<file path="src/rtl/mux_n_to_1_reg.sv">
// Registered N:1 word multiplexer with a valid/ready handshake and a one-entry skid buffer.
// Optional out-of-range select flag (sel_err) is built when MUX_SEL_CHECK_EN is defined.
module mux_n_to_1_reg #(
    parameter  int WIDTH  = 5,
    parameter  int NUM_IN = 4,
    localparam int SEL_W  = (NUM_IN > 1) ? $clog2(NUM_IN) : 1
) (
    input  logic                    Clk,
    input  logic                    Rst,
    input  logic [NUM_IN*WIDTH-1:0] in_data,
    input  logic [SEL_W-1:0]        sel,
    input  logic                    in_valid,
    output logic                    in_ready,
    output logic [WIDTH-1:0]        out,
    output logic                    out_valid,
    input  logic                    out_ready
`ifdef MUX_SEL_CHECK_EN
    ,
    output logic                    sel_err
`endif
);

    typedef enum logic [1:0] {
        EMPTY = 2'b00,
        ONE   = 2'b01,
        TWO   = 2'b10
    } state_t;

    state_t           state_q;
    state_t           state_d;
    logic [WIDTH-1:0] out_q;
    logic [WIDTH-1:0] skid_q;
    logic [WIDTH-1:0] sel_word;
    logic             accept;
    logic             fire;
    logic             load_out;
    logic             load_skid;
    logic             from_skid;

    // Out-of-range selects match no input and leave the word at zero.
    always_comb begin
        sel_word = '0;
        for (int unsigned k = 0; k < NUM_IN; k++) begin
            if (sel == SEL_W'(k))
                sel_word = in_data[k*WIDTH +: WIDTH];
        end
    end

    assign in_ready  = (state_q != TWO);
    assign out_valid = (state_q != EMPTY);
    assign out       = out_q;
    assign accept    = in_valid & in_ready;
    assign fire      = out_valid & out_ready;

    always_comb begin
        state_d   = state_q;
        load_out  = 1'b0;
        load_skid = 1'b0;
        from_skid = 1'b0;
        unique case (state_q)
            EMPTY: begin
                if (accept) begin
                    state_d  = ONE;
                    load_out = 1'b1;
                end
            end
            ONE: begin
                if (accept && fire) begin
                    load_out = 1'b1;
                end else if (accept) begin
                    state_d   = TWO;
                    load_skid = 1'b1;
                end else if (fire) begin
                    state_d = EMPTY;
                end
            end
            TWO: begin
                if (fire) begin
                    state_d   = ONE;
                    load_out  = 1'b1;
                    from_skid = 1'b1;
                end
            end
            default: state_d = EMPTY;
        endcase
    end

    always_ff @(posedge Clk) begin
        if (Rst) begin
            state_q <= EMPTY;
            out_q   <= '0;
            skid_q  <= '0;
        end else begin
            state_q <= state_d;
            if (load_out)
                out_q <= from_skid ? skid_q : sel_word;
            if (load_skid)
                skid_q <= sel_word;
        end
    end

`ifdef MUX_SEL_CHECK_EN
    logic in_range;

    always_comb begin
        in_range = 1'b0;
        for (int unsigned k = 0; k < NUM_IN; k++) begin
            if (sel == SEL_W'(k))
                in_range = 1'b1;
        end
    end

    always_ff @(posedge Clk) begin
        if (Rst)
            sel_err <= 1'b0;
        else if (accept && !in_range)
            sel_err <= 1'b1;
    end
`endif

endmodule
</file>
<file path="config.mk">
export PLATFORM = sky130hd
export DESIGN_NAME = mux_n_to_1_reg
export DESIGN_NICKNAME = d
export VERILOG_FILES = /design/src/rtl/mux_n_to_1_reg.sv
export SDC_FILE = /design/constraint.sdc
export NUM_CORES = 1
export LEC_CHECK = 0
export ABC_AREA = 1
export BUFFER_PORTS_ARGS = -buffer_cell sky130_fd_sc_hd__buf_2
export CAP_MARGIN = 0
export CORE_MARGIN = 2
export CORE_UTILIZATION = 49
export DETAILED_ROUTE_END_ITERATION = 8
export HOLD_SLACK_MARGIN = 0.03
export PLACE_DENSITY = 0.89
export SYNTH_ARGS = -nofsm -noshare
export SYNTH_HDL_FRONTEND = slang
export SYNTH_SLANG_ARGS = --single-unit
</file>
<file path="constraint.sdc">
create_clock -name Clk -period 2.3 [get_ports Clk]
set_input_delay 0.345 -clock Clk [delete_from_list [all_inputs] [get_ports Clk]]
set_output_delay 0.345 -clock Clk [all_outputs]
set_load 0.005 [all_outputs]
</file>
* After elaboration in Yosys (flattened, before gate mapping) *
Cells that the tools add are included.

word-level totals
  flip-flop bits (word level) = 12

cells by class
  mux-type cells = 18
  bitwise logic cells = 2
  reductions and logical operators = 5
  equality and inequality tests = 10

operator list
  operator              count
  $mux W5               5
  $mux W2               5
  $ne A2 B2 Y1 const B  4
  $eq A2 B2 Y1 const B  3
  $mux W1               6
  $pmux W2 S3           1
  $eq A2 B1 Y1 const B  2
  $logic_not A2 Y1      2
  $reduce_and A4 Y1     1
  $ne A3 B3 Y1 const B  1
  $pmux W1 S3           1
  $and A1 B1 Y1         2
  $reduce_bool A2 Y1    1
  $logic_and A1 B1 Y1   1

* Depth between registers and ports, before layout *
  depth in word-level cells = 6
  gate-level depth with buffers = 7

* Worst setup path before layout *
No wires, ideal clock.

  path type = input-to-reg
  start = input port sel[1]
  end = register out_q[0], in the netlist out[0]
  data required time = 2.184 ns
  arrival = 0.904 ns
  slack = 1.280 ns
  cell stages on the path = 5
  path buffers = 1
  cells stage by stage = buf_4 nand2_1 or2_1 nand3_1 a21oi_1

between the ends
  longest elaborated chain between the ends = 6
  elaborated cells on any way between the ends = 9
  those cells by class = eq/ne (3); mux (5); reduce/logical (1)

RTL lines
  what                  RTL line  source
  start, declared       11        input logic [SEL_W-1:0] sel,
  $logic_not A2 Y1      44        if (sel == SEL_W'(k))
  $mux W5 (3 in a row)  44
  $mux W5 (*)           44
  $mux W5 (*)           96        out_q <= from_skid ? skid_q : sel_word;
  end signal, assigned  96
  end, declared         31        logic [WIDTH-1:0] out_q;

Mark *: on every way between the ends. The rest lies on a longest branch, timed or not.
A chain may end at the register's enable or synchronous reset.

* Final worst setup path *
  start = register state_q[1]
  end = output port out_valid

between the ends
  longest elaborated chain between the ends = 1

RTL lines
  what                    RTL line  source
  start, declared         29        state_t state_q;
  start signal, assigned  94        state_q <= state_d;
  $reduce_bool A2 Y1      50        assign out_valid = (state_q != EMPTY);
  end, declared           15        output logic out_valid,

Every way passes these cells.

==> results_dict.tcl <==
set metrics [dict create \
    synth_top_cell_by_area "dfxtp_1" \
    holdCritPathClass "in2reg" \
    placed_cell_area_um2 913 \
    synth_edf_count 0 \
    dr.pass1.iters 4 \
    grt_pass1_vias 747 \
    relSlewSlack_pct 81.7 \
    ys_seq_elements 12 \
    crit_chain "inv_1 -> nand2_1 -> buf_2" \
    critPathSlowestCell "dfxtp_1" \
    pin_count 33 \
    synth-main-ff-cell "dfxtp_1" \
    period_share_pct 61.3 \
    drive_gt1_share_pct 32.2 \
    skew_ns 0.00944 \
    final_area_um2 950 \
    cts_tree "done" \
    slew_viol_final 0 \
    grt_overflow 0 \
    rows 14 \
    dp_cells 155 \
    clk_path_buf_depth 2 \
    dr_total_vias 813 \
    r2r_cells 5 \
    cap_violations 0 \
    postCtsSetupRepairBufs 0 \
    holdPathStages 2 \
    grt_use_total_pct 22.4 \
    die_y_um 43.0 \
    routed_wl_um 1810 \
    cts_root_buf "clkbuf_4" \
    critPathCaptureType "primary output" \
    diodes 0 \
    hpwl_um 1450 \
    fin_cells 159 \
    async_reset_ff_share_pct 0 \
    cts.repair.resized 0 \
    remaining_drc_errors 0 \
    cp_top_family "flip-flops" \
    fin_ws_ns 0.889 \
    fp.dieArea_um2 1850 \
    power.density_nw_per_um2 544 \
    syn_avg_cell_area_um2 6.84 \
    cts_sinks 12 \
    io_buffers 32 \
    path_buf_inv 2 \
    switchingPower_uw 152 \
    syn2layout_area_growth_pct 27.3 \
    p_seq_share_pct 44.4 \
    cts_buffers 3 \
    synthTopCellsByArea "dfxtp_1, nand3_1, nand2_1" \
    crit_required_ns 1.96 \
    place_ws_ns 1.08 \
    wl_per_cell_um 11.4 \
    cp_slowest_stage_delay_ns 0.48 \
    path_class "reg2out" \
    p_comb_share_pct 21.4 \
    yosysMostFrequentCell "nand2_1" \
    power_switching_share_pct 29.5 \
    worst_slew_pin_slew_ns 0.275 \
    h-tree-depth 1 \
    crit_cells 3 \
    grt_max_degree 12 \
    initial_utilization_pct 50.7 \
    viasPerCell 5.11 \
    synthDominantCellAreaShare_pct 32.2 \
    die_w_um 43.0 \
    yosys-top-cells-count "nand2_1, nand3_1, dfxtp_1" \
    nNetsFinal 170 \
    worstSetupStartpointType "flip-flop" \
    outcome "complete, no violations" \
    syn_inst 109 \
    fmax_ghz 0.709 \
    clkLatencyLatePin_ns 0.29 \
    p_leak_uw 0.000486 \
    cts_hold_buf 0 \
    core-area_um2 1470 \
    syn_area_um2 746 \
    power_frac_clock_pct 34.2 \
    drt_iter0_drc 29 \
    final_util_pct 64.5 \
    tns_ns 0 \
    yosysSeqAreaShare_pct 32.2 \
    finalHoldViolations 0 \
    yosys.cell_types.count 18 \
    rsz0062_at_grt "no" \
    ys_warn_count 0 \
    gp_congestion 0.814 \
    critPathMaxFanout 5 \
    synth_nets 135 \
    grt_pass1_wl_um 3090 \
    postRouteAntennaNets 0 \
    intPower_uw 364 \
    setup_violations 0 \
    vdd_drop_max_mv 0.350 \
    antenna_found_initial 0 \
    fin_crit_ns 1.41 \
    clk_pin_slew_ns 0.08 \
    worstPathArrival_ns 1.07 \
]
[path summary, 6_finish.rpt]
path / start / end / slack, ns
setup / recovery: state_q[1] / out_valid / 0.89
hold reg to reg: skid_q[1] / skid_q[1] / 0.53
setup reg to reg: state_q[1] / skid_q[4] / 1.21
hold / removal: Rst / out[1] / 0.32
[power by group through the flow]
stage | Combinational, uW | Sequential, uW | Clock [uW]
2_1_floorplan | 67.4 | 234 | 0
3_3_place_gp | 107 | 233 | 0
3_5_place_dp | 109 | 234 | 0
4_1_cts | 110 | 229 | 179
5_1_grt | 124 | 231 | 191
6_report | 110 | 229 | 177
[routing by layer]
| layer | routed length (um) | global-route usage (%) | up-vias |
|---|---|---|---|
| li1 | - | - | 430 |
| met1 | 804 | 27.7 | 354 |
| met2 | 864 | 36.4 | 26 |
| met3 | 116 | 7.66 | 3 |
| met4 | 24 | 7.27 | 0 |
| met5 | 0 | 0 | - |
[worst reg2reg max path: stages (launching register included)]
cell	delay, ns
dfxtp_1	0.39
nor2_4	0.17
inv_2	0.08
nor2_8	0.14
o21ai_1	0.08
a21oi_1	0.14
[cells in the final DEF (no fill, tap or decap)]
cell type  synthesis  layout
buf_2              1      32
nand2_1           24      24
nand3_1           20      20
dfxtp_1           12      12
inv_1             11      11
a21oi_1           10      10
o21ai_0            6       6
or2_1              5       5
o21ai_1            5       5
inv_2              3       3
clkbuf_4           0       3
nor2_4             2       2
nand2_4            2       2
nor2_1             2       2
a211oi_1           2       2
nand3_4            1       1
clkinv_4           1       1
nor2_8             1       1
clkbuf_8           0       1
[final cells by class]
cell class	count	area (um^2)
inverter	15	61.3
tap	16	20.0
clock buffer	4	36.3
timing repair buffer	32	160
sequential	12	240
multi-input combinational	80	432
fill	134	522
[cell families after synthesis]
logic type | after synthesis | synth area share, %
AND/OR/NAND/NOR | 57 | 41.8
AO/OA/AOI/OAI | 23 | 16.1
buffers and inverters | 17 | 9.90
flip-flops | 12 | 32.2
[flip-flops by register name (all words and copies together) (netlist names)]
register,flops
out,5
skid_q,5
state_q,2
[stage by stage]
| stage | power [uW] | hold WS, ns |
|---|---|---|
| after floorplan | 301 | 0.414 |
| after global placement | 340 | 0.510 |
| after detailed placement | 343 | 0.513 |
| after CTS | 518 | 0.315 |
| after global routing | 546 | 0.308 |
| final | 516 | 0.324 |
No activity file was read; power rests on OpenSTA's default activity.
